$ cat src/rtl/instr_dispatch_if.sv
// Handshake and memory bus between the instruction sequencer (master) and
// the instruction memory, DDR loader and execution units (slave).
interface instr_dispatch_if #(
  parameter int INSTR_W = 64,
  parameter int ADDR_W  = 10,
  parameter int N_UNITS = 4,
  parameter int CNT_W   = 32
);
  logic               acc_enable;
  logic               i_mem_empty;
  logic [ADDR_W-1:0]  i_mem_addr;
  logic               i_mem_rd_en;
  logic [INSTR_W-1:0] i_mem_din;
  logic               fetch_req;
  logic               fetch_done;
  logic [INSTR_W-1:0] instr_out;
  logic [N_UNITS-1:0] unit_valid;
  logic [N_UNITS-1:0] unit_ready;
  logic [N_UNITS-1:0] unit_done;
  logic               busy;
  logic               halted;
  logic               illegal;
  logic [CNT_W-1:0]   retired;

  modport master (
    input  acc_enable, i_mem_empty, i_mem_din, fetch_done, unit_ready, unit_done,
    output i_mem_addr, i_mem_rd_en, fetch_req, instr_out, unit_valid,
           busy, halted, illegal, retired
  );

  modport slave (
    output acc_enable, i_mem_empty, i_mem_din, fetch_done, unit_ready, unit_done,
    input  i_mem_addr, i_mem_rd_en, fetch_req, instr_out, unit_valid,
           busy, halted, illegal, retired
  );
endinterface

$ cat src/rtl/instr_dispatch_fsm.sv
// Instruction sequencer: refills instruction memory from DDR, then fetches,
// decodes and dispatches each instruction to an execution unit until HALT.
module instr_dispatch_fsm #(
  parameter int INSTR_W = 64,
  parameter int ADDR_W  = 10,
  parameter int N_UNITS = 4,
  parameter int CNT_W   = 32
) (
  input  logic             clk,
  input  logic             rst,
  instr_dispatch_if.master bus
);

  typedef enum logic [2:0] {
    S_IDLE     = 3'd0,
    S_CHECK    = 3'd1,
    S_REFILL   = 3'd2,
    S_READ     = 3'd3,
    S_CAPTURE  = 3'd4,
    S_DISPATCH = 3'd5,
    S_WAIT     = 3'd6,
    S_HALT     = 3'd7
  } state_t;

  localparam logic [3:0] OP_NOP   = 4'hE;
  localparam logic [3:0] OP_HALT  = 4'hF;
  localparam logic [3:0] OP_UNITS = 4'(N_UNITS);

  function automatic logic [N_UNITS-1:0] unit_sel(input logic [3:0] op);
    if (op < OP_UNITS) begin
      unit_sel = N_UNITS'(1'b1) << op;
    end else begin
      unit_sel = {N_UNITS{1'b0}};
    end
  endfunction

  state_t             state_r, state_s;
  logic [ADDR_W-1:0]  pc_r;
  logic [CNT_W-1:0]   retired_r;
  logic               illegal_r;
  logic [INSTR_W-1:0] instr_r, instr_next_s;
  logic [N_UNITS-1:0] unit_valid_r, unit_valid_s;
  logic               fetch_req_r, fetch_req_s;
  logic               rd_en_r, rd_en_s;
  logic               busy_r, busy_s;
  logic               halted_r, halted_s;
  logic [3:0]         op_cur_s;
  logic [N_UNITS-1:0] sel_cur_s;
  logic               retire_s;
  logic               illegal_hit_s;

  assign op_cur_s  = instr_r[INSTR_W-1 -: 4];
  assign sel_cur_s = unit_sel(op_cur_s);

  // State register
  always_ff @(posedge clk) begin
    if (rst) begin
      state_r <= S_IDLE;
    end else begin
      state_r <= state_s;
    end
  end

  // Next-state decode; retire is folded into the DISPATCH/WAIT exit
  always_comb begin
    state_s       = state_r;
    retire_s      = 1'b0;
    illegal_hit_s = 1'b0;
    case (state_r)
      S_IDLE:    if (bus.acc_enable) state_s = S_CHECK; else state_s = S_IDLE;
      S_CHECK:   if (bus.i_mem_empty) state_s = S_REFILL; else state_s = S_READ;
      S_REFILL:  if (bus.fetch_done) state_s = S_READ; else state_s = S_REFILL;
      S_READ:    state_s = S_CAPTURE;
      S_CAPTURE: state_s = S_DISPATCH;
      S_DISPATCH: begin
        if (op_cur_s < OP_UNITS) begin
          if (|(bus.unit_ready & sel_cur_s)) state_s = S_WAIT; else state_s = S_DISPATCH;
        end else if (op_cur_s == OP_HALT) begin
          state_s = S_HALT;
        end else begin
          retire_s = 1'b1;
          if (op_cur_s != OP_NOP) illegal_hit_s = 1'b1; else illegal_hit_s = 1'b0;
        end
      end
      S_WAIT:    if (|(bus.unit_done & sel_cur_s)) retire_s = 1'b1; else retire_s = 1'b0;
      S_HALT:    if (bus.acc_enable) state_s = S_HALT; else state_s = S_IDLE;
      default:   state_s = S_IDLE;
    endcase
    if (retire_s) begin
      state_s = bus.acc_enable ? S_CHECK : S_IDLE;
    end else begin
      state_s = state_s;
    end
  end

  // Output decode from the upcoming state so every output leaves a flop
  always_comb begin
    instr_next_s = (state_r == S_CAPTURE) ? bus.i_mem_din : instr_r;
    unit_valid_s = (state_s == S_DISPATCH) ? unit_sel(instr_next_s[INSTR_W-1 -: 4])
                                           : {N_UNITS{1'b0}};
    fetch_req_s  = (state_s == S_REFILL);
    rd_en_s      = (state_s == S_READ);
    busy_s       = (state_s != S_IDLE) && (state_s != S_HALT);
    halted_s     = (state_s == S_HALT);
  end

  // Output registers
  always_ff @(posedge clk) begin
    if (rst) begin
      unit_valid_r <= {N_UNITS{1'b0}};
      fetch_req_r  <= 1'b0;
      rd_en_r      <= 1'b0;
      busy_r       <= 1'b0;
      halted_r     <= 1'b0;
    end else begin
      unit_valid_r <= unit_valid_s;
      fetch_req_r  <= fetch_req_s;
      rd_en_r      <= rd_en_s;
      busy_r       <= busy_s;
      halted_r     <= halted_s;
    end
  end

  // Program counter, retire counter, sticky illegal flag and instruction latch
  always_ff @(posedge clk) begin
    if (rst) begin
      pc_r      <= {ADDR_W{1'b0}};
      retired_r <= {CNT_W{1'b0}};
      illegal_r <= 1'b0;
      instr_r   <= {INSTR_W{1'b0}};
    end else begin
      if (retire_s) begin
        pc_r      <= pc_r + ADDR_W'(1);
        retired_r <= retired_r + CNT_W'(1);
      end else if (state_r == S_HALT && !bus.acc_enable) begin
        pc_r <= {ADDR_W{1'b0}};
      end
      if (state_r == S_IDLE && bus.acc_enable) begin
        illegal_r <= 1'b0;
      end else if (illegal_hit_s) begin
        illegal_r <= 1'b1;
      end
      instr_r <= instr_next_s;
    end
  end

  assign bus.i_mem_addr  = pc_r;
  assign bus.i_mem_rd_en = rd_en_r;
  assign bus.fetch_req   = fetch_req_r;
  assign bus.instr_out   = instr_r;
  assign bus.unit_valid  = unit_valid_r;
  assign bus.busy        = busy_r;
  assign bus.halted      = halted_r;
  assign bus.illegal     = illegal_r;
  assign bus.retired     = retired_r;

endmodule
$ cat src/flat_wrapper.sv
// flat-port wrapper written by rule: the top's interface ports become plain ports
module instr_dispatch_fsm_flat 
#(
  parameter int INSTR_W = 64,
  parameter int ADDR_W  = 10,
  parameter int N_UNITS = 4,
  parameter int CNT_W   = 32
)
  (clk, rst, bus_acc_enable, bus_i_mem_empty, bus_i_mem_din, bus_fetch_done, bus_unit_ready, bus_unit_done, bus_i_mem_addr, bus_i_mem_rd_en, bus_fetch_req, bus_instr_out, bus_unit_valid, bus_busy, bus_halted, bus_illegal, bus_retired);
  instr_dispatch_if #(.INSTR_W(INSTR_W), .ADDR_W(ADDR_W), .N_UNITS(N_UNITS), .CNT_W(CNT_W)) bus_i ();
  input  logic clk;
  input  logic rst;
  input wire logic [$bits(bus_i.acc_enable)-1:0] bus_acc_enable;
  input wire logic [$bits(bus_i.i_mem_empty)-1:0] bus_i_mem_empty;
  input wire logic [$bits(bus_i.i_mem_din)-1:0] bus_i_mem_din;
  input wire logic [$bits(bus_i.fetch_done)-1:0] bus_fetch_done;
  input wire logic [$bits(bus_i.unit_ready)-1:0] bus_unit_ready;
  input wire logic [$bits(bus_i.unit_done)-1:0] bus_unit_done;
  output wire logic [$bits(bus_i.i_mem_addr)-1:0] bus_i_mem_addr;
  output wire logic [$bits(bus_i.i_mem_rd_en)-1:0] bus_i_mem_rd_en;
  output wire logic [$bits(bus_i.fetch_req)-1:0] bus_fetch_req;
  output wire logic [$bits(bus_i.instr_out)-1:0] bus_instr_out;
  output wire logic [$bits(bus_i.unit_valid)-1:0] bus_unit_valid;
  output wire logic [$bits(bus_i.busy)-1:0] bus_busy;
  output wire logic [$bits(bus_i.halted)-1:0] bus_halted;
  output wire logic [$bits(bus_i.illegal)-1:0] bus_illegal;
  output wire logic [$bits(bus_i.retired)-1:0] bus_retired;
  assign bus_i.acc_enable = bus_acc_enable;
  assign bus_i.i_mem_empty = bus_i_mem_empty;
  assign bus_i.i_mem_din = bus_i_mem_din;
  assign bus_i.fetch_done = bus_fetch_done;
  assign bus_i.unit_ready = bus_unit_ready;
  assign bus_i.unit_done = bus_unit_done;
  assign bus_i_mem_addr = bus_i.i_mem_addr;
  assign bus_i_mem_rd_en = bus_i.i_mem_rd_en;
  assign bus_fetch_req = bus_i.fetch_req;
  assign bus_instr_out = bus_i.instr_out;
  assign bus_unit_valid = bus_i.unit_valid;
  assign bus_busy = bus_i.busy;
  assign bus_halted = bus_i.halted;
  assign bus_illegal = bus_i.illegal;
  assign bus_retired = bus_i.retired;
  instr_dispatch_fsm #(.INSTR_W(INSTR_W), .ADDR_W(ADDR_W), .N_UNITS(N_UNITS), .CNT_W(CNT_W)) u_core (.clk(clk), .rst(rst), .bus(bus_i));
endmodule
$ cat config.mk
export PLATFORM = sky130hd
export DESIGN_NAME = instr_dispatch_fsm_flat
export DESIGN_NICKNAME = d
export VERILOG_FILES = /design/src/rtl/instr_dispatch_if.sv /design/src/rtl/instr_dispatch_fsm.sv /design/src/flat_wrapper.sv
export SDC_FILE = /design/constraint.sdc
export NUM_CORES = 1
export LEC_CHECK = 0
export BUFFER_PORTS_ARGS = -buffer_cell sky130_fd_sc_hd__buf_2
export CAP_MARGIN = 20
export CORE_ASPECT_RATIO = 0.7
export CORE_MARGIN = 5
export CORE_UTILIZATION = 45
export CTS_BUF_LIST = sky130_fd_sc_hd__clkbuf_4 sky130_fd_sc_hd__clkbuf_8
export DETAILED_ROUTE_END_ITERATION = 10
export PLACE_DENSITY = 0.81
export SETUP_SLACK_MARGIN = 0.02
export SLEW_MARGIN = 20
export SYNTH_ARGS = -nofsm -noshare
export SYNTH_HDL_FRONTEND = slang
export SYNTH_SLANG_ARGS = --single-unit
$ cat constraint.sdc
create_clock -name clk -period 6.2 [get_ports clk]
set_clock_uncertainty 0.1 [all_clocks]
set_input_delay 0 -clock clk [delete_from_list [all_inputs] [get_ports clk]]
set_output_delay 0 -clock clk [all_outputs]
set_load 0.01 [all_outputs]
==> tab_implementation.tex <==
\begin{tabular}{lr}
\hline
Metric & Value \\
\hline
\multicolumn{2}{l}{\textbf{Outcome}} \\
\quad Result of the run & finished, final reports clean \\
\multicolumn{2}{l}{\textbf{Worst setup path}} \\
\quad Kind of end point of the critical path & flip-flop \\
\quad R2R Path End & u\_core.bus.unit\_valid[2]\$\_SDFF\_PP0\_ \\
\quad Critical path cell sequence & nor2\_1 -> nand2\_2 -> buf\_4 -> nor4\_1 -> dlygate4sd3\_1 -> o2111ai\_1 -> dlygate4sd3\_1 -> nor2\_1 \\
\quad Largest stage delay on the critical path & 0.61 ns \\
\quad Kind of start point of the critical path & flip-flop \\
\quad Worst flop-to-flop path startpoint & u\_core.state\_r[0]\$\_SDFF\_PP0\_ \\
\quad Max stage delay cell, worst path & sky130\_fd\_sc\_hd\_\_dlygate4sd3\_1 \\
\quad Highest net fanout along the worst path & 64 \\
\quad Worst path required time & approximately 6.4 ns \\
\quad R2R setup slack & approximately 3.2 ns \\
\quad Critical path type & flip-flop to flip-flop \\
\quad Endpoint arrival time on the critical path & about 3.2 ns \\
\quad Number of cells traversed by the worst register-to-register path & 8 \\
\multicolumn{2}{l}{\textbf{Global routing}} \\
\quad Number of global-route vias before repair & 4966 \\
\quad GRT overflow & 0 \\
\quad Pin count of the biggest net entering global routing & 80 \\
\quad Number of antenna violations at the first check in global routing & 0 \\
\quad Overall fraction of global-route tracks in use & 0.224 \\
\quad Wire length of the first global-routing pass & roughly 24000 µm \\
\multicolumn{2}{l}{\textbf{Pwr}} \\
\quad Leak Pwr & 2.95 nW \\
\quad Switching power total & about 450 µW \\
\quad Combinational group share of total power & 0.109 \\
\quad Part of the power in registers & 0.464 \\
\quad Pwr dens & $\sim$240 mW/mm² \\
\quad Sw frac & 0.263 \\
\quad Share of total power in the clock network & 0.427 \\
\quad Peak VDD IR & 0.175 mV \\
\quad Internal power & $\sim$1.3 mW \\
\multicolumn{2}{l}{\textbf{Timing}} \\
\quad Hold Slack & 0.263 ns \\
\quad Final Slew Violations & 0 \\
\quad Number of setup violations in the final report & 0 \\
\quad Final period utilization & 0.487 \\
\quad Worst path setup slack after routing & between 3 and 4 ns \\
\quad Max Clk Rate & 331 MHz \\
\quad Minimum clock period after layout & approximately 3 ns \\
\quad Setup repair after global routing missed its margin & false \\
\quad Hold Vio Cnt, Final & 0 \\
\quad Pin slew with the least headroom to its limit & just under 0.9 ns \\
\quad Max transition margin & 0.420 \\
\quad Sum of negative setup slack & 0 ns \\
\multicolumn{2}{l}{\textbf{Clocking}} \\
\quad Clk sinks & approximately 120 \\
\quad Number of H-tree branching levels & 4 \\
\quad Clock buffer count from CTS & 17 \\
\quad Longest Clk Path Bufs & 2 \\
\quad Clock edge transition at the registers on the reported setup and hold paths & 0.08 ns \\
\quad Worst skew pair latency & 0.42 ns \\
\quad CTS tree & yes \\
\quad Clock Tree Root & sky130\_fd\_sc\_hd\_\_clkbuf\_8 \\
\multicolumn{2}{l}{\textbf{Synthesis}} \\
\quad Synthesized area per cell & $\sim$8 µm² \\
\quad Xor/xnor cell area share of the yosys netlist & 0.0247 \\
\quad Top cells by area in the synthesized netlist & sky130\_fd\_sc\_hd\_\_dfxtp\_1, sky130\_fd\_sc\_hd\_\_nand2\_1, sky130\_fd\_sc\_hd\_\_a21oi\_1 \\
\quad Post-synth EDFFs & 0 \\
\quad Flip-flop and latch count after synthesis & 118 \\
\quad Mapped cell area & $\sim$0.0050 mm² \\
\quad Number of instances in the synthesized netlist & 610 \\
\quad Unique masters post-synth & 55 \\
\quad Compound-cell area share of the yosys netlist & 0.146 \\
\quad Syn Nets & 689 \\
\quad Most used standard cell by instance count after synthesis & sky130\_fd\_sc\_hd\_\_nand2\_1 \\
\quad Post-synth ARST share & 0 \\
\quad Post-synth top area cell & sky130\_fd\_sc\_hd\_\_dfxtp\_1 \\
\quad Mux cell area share after synthesis & 0.0237 \\
\quad Synthesized-area fraction occupied by and/or/nand/nor cells & 0.280 \\
\quad Part of the Yosys area used for sequential elements & 0.477 \\
\quad Commonest cells post-synth & sky130\_fd\_sc\_hd\_\_nand2\_1, sky130\_fd\_sc\_hd\_\_dfxtp\_1, sky130\_fd\_sc\_hd\_\_a21oi\_1 \\
\quad Main combinational cell family by area after synthesis & simple AND/OR/NAND/NOR gates \\
\quad Adder-cell area share of the yosys netlist & 0.00505 \\
\quad Area share of the largest cell type after synthesis & 0.477 \\
\quad Yosys warning count & 0 \\
\quad Dominant synthesized flop cell & sky130\_fd\_sc\_hd\_\_dfxtp\_1 \\
\multicolumn{2}{l}{\textbf{Detailed routing}} \\
\quad Number of remaining DRC errors & 0 \\
\quad Mean routed wirelength per cell & approximately 15 µm \\
\quad Vias after detailed routing & 5300 \\
\quad Vias per cell & 5.16 \\
\quad Count of routing violations after the opening detailed-route iteration & 356 \\
\quad Final wirelength & about 15000 µm \\
\quad Number of search-and-repair iterations in the first detailed-routing pass & 5 \\
\quad Count of antenna-violating nets left after detailed routing & 0 \\
\multicolumn{2}{l}{\textbf{Place}} \\
\quad Worst Setup Slack post-DPL & approximately 3.3 ns \\
\quad Buffers on Ports & between 150 and 200 \\
\quad Half-perimeter wire length after placement & roughly 9600 µm \\
\quad Weighted congestion at the end of routability-driven global placement & $\sim$0.82 \\
\multicolumn{2}{l}{\textbf{Final layout}} \\
\quad Antenna diode instance count & 0 \\
\quad Filler Cell Count & slightly above 900 \\
\quad Layout cells sized above 1 & 0.277 \\
\quad Area added between synthesis and finish & 44.3\% \\
\quad Total Nets Final & approximately 940 \\
\multicolumn{2}{l}{\textbf{Floorplan}} \\
\quad DIE AREA & 0.0132 mm² \\
\quad Die Span X & between 100 and 150 µm \\
\quad Number of placed I/O pins & 192 \\
\quad Placement row count & 32 \\
\quad Height of the chip & 97.8 µm \\
\quad Initial Util & 0.455 \\
\quad Core area & between 0.01 and 0.015 mm² \\
\multicolumn{2}{l}{\textbf{Min path}} \\
\quad Worst Hold Path Cells & 4 \\
\quad Hold Crit Endpoint & u\_core.bus.instr\_out[23]\$\_SDFFE\_PP0N\_ \\
\quad Beginning of the worst hold path & bus\_i\_mem\_din[23] \\
\quad HP Class & input pin to flip-flop \\
\multicolumn{2}{l}{\textbf{Flow run}} \\
\quad Number of max-cap violations & 0 \\
\hline
\end{tabular}
## area by class of cell
cell class                      instances  area [µm²]  area share
Multi-Input combinational cell        444        2380       0.333
Sequential cell                       118        2360       0.330
Timing Repair Buffer                  273        1770       0.247
Clock buffer                           17         234      0.0327
Tap cell                              153         191      0.0268
Clock inverter                         15         180      0.0252
Inverter                                8        30.0     0.00420
## flip-flops by register name, summed over array words and instances, names as in the netlist
register                count
u_core.state_r              3
u_core.bus.i_mem_rd_en      1
u_core.bus.retired         32
u_core.bus.unit_valid       4
u_core.bus.fetch_req        1
u_core.bus.i_mem_addr      10
u_core.bus.illegal          1
u_core.bus.instr_out       64
u_core.bus.halted           1
u_core.bus.busy             1
## power by group through the flow
| stage | clock network [mW] | logic (mW) | registers [mW] |
|---|---|---|---|
| 2_1_floorplan | 0 | 0.0876 | 0.813 |
| 3_3_place_gp | 0 | 0.148 | 0.812 |
| 3_5_place_dp | 0 | 0.149 | 0.812 |
| 4_1_cts | 0.747 | 0.184 | 0.795 |
| 5_1_grt | 0.777 | 0.206 | 0.798 |
| 6_report | 0.733 | 0.188 | 0.796 |
## cell usage in the layout (no fill, tap or decap), types with 3 or more instances in the layout
cell type,netlist,layout
sky130_fd_sc_hd__buf_2,9,190
sky130_fd_sc_hd__nand2_1,156,155
sky130_fd_sc_hd__dfxtp_1,118,118
sky130_fd_sc_hd__a21oi_1,85,85
sky130_fd_sc_hd__dlygate4sd3_1,0,78
sky130_fd_sc_hd__nor2_1,29,29
sky130_fd_sc_hd__nand3_1,22,22
sky130_fd_sc_hd__nand4_1,21,21
sky130_fd_sc_hd__clkbuf_8,0,17
sky130_fd_sc_hd__o21ai_0,13,13
sky130_fd_sc_hd__or3_1,12,12
sky130_fd_sc_hd__xor2_1,12,12
sky130_fd_sc_hd__nor3_1,9,9
sky130_fd_sc_hd__inv_1,8,8
sky130_fd_sc_hd__o31ai_1,7,7
sky130_fd_sc_hd__or4_1,6,6
sky130_fd_sc_hd__and2_1,6,6
sky130_fd_sc_hd__clkinvlp_4,0,6
sky130_fd_sc_hd__and4_1,5,5
sky130_fd_sc_hd__a31oi_1,5,5
sky130_fd_sc_hd__mux2i_1,5,5
sky130_fd_sc_hd__buf_4,1,5
sky130_fd_sc_hd__and3_1,4,4
sky130_fd_sc_hd__nor2b_1,4,4
sky130_fd_sc_hd__nor4_1,4,4
sky130_fd_sc_hd__bufinv_16,0,3
## layer usage
metal / routed length (µm) / GRT usage / part of all wire
met1: 6540 / 0.275 / 0.43
met2: 7270 / 0.360 / 0.47
met3: 1130 / 0.0716 / 0.074
met4: 435 / 0.103 / 0.028
met5: 0 / 0 / 0
## worst max-delay path by stage
stage,slack (ns),cells after the start,end,from
floorplan,3.97,8,u_core.bus.retired[13]$_SDFFE_PP0P_,u_core.bus.instr_out[60]$_SDFF_PP0_
global placement,3.41,5,u_core.bus.retired[23]$_SDFFE_PP0P_,u_core.state_r[1]$_SDFF_PP0_
detailed placement,3.34,5,u_core.bus.retired[23]$_SDFFE_PP0P_,u_core.state_r[1]$_SDFF_PP0_
CTS,3.20,8,u_core.bus.unit_valid[2]$_SDFF_PP0_,u_core.state_r[1]$_SDFF_PP0_
global route,3.02,8,u_core.bus.unit_valid[2]$_SDFF_PP0_,u_core.state_r[1]$_SDFF_PP0_
finish,3.18,8,u_core.bus.unit_valid[2]$_SDFF_PP0_,u_core.state_r[0]$_SDFF_PP0_
## logic make-up (layout without fill, tap and decap cells)
kind of cell,Yosys count,after routing
and+or+nand+nor,292,292
AOI/OAI and AO/OA,127,127
DFF,118,118
buffers and inverters,48,313
xor gates and xnor gates,14,14
muxes,9,9
adders and majority gates,2,2
## critical path: cells and delay by family, from the launching register on
family | cells | cell delay (ns)
buf+inv | 3 | 1.72
flops | 1 | 0.53
simple gates | 4 | 0.37
compound gates | 1 | 0.17
## per-stage QoR
step | power, mW | utilization | instances | instance area (µm²)
2_1_floorplan | 0.900 | - | 610 | 4960
3_3_place_gp | 0.959 | 0.547 | 918 | 5960
3_5_place_dp | 0.961 | 0.547 | 918 | 5960
4_1_cts | 1.73 | 0.657 | 1028 | 7150
5_1_grt | 1.78 | 0.657 | 1028 | 7150
6_report | 1.72 | 0.657 | 1028 | 7150
## timing repair
action                                 in CTS  in global routing
gates resized for setup                     0                  0
hold buffers                               78                  0
endpoints found under the hold margin      93                  0
buffers inserted                            0                  0
Power figures use the tool's default switching activity.
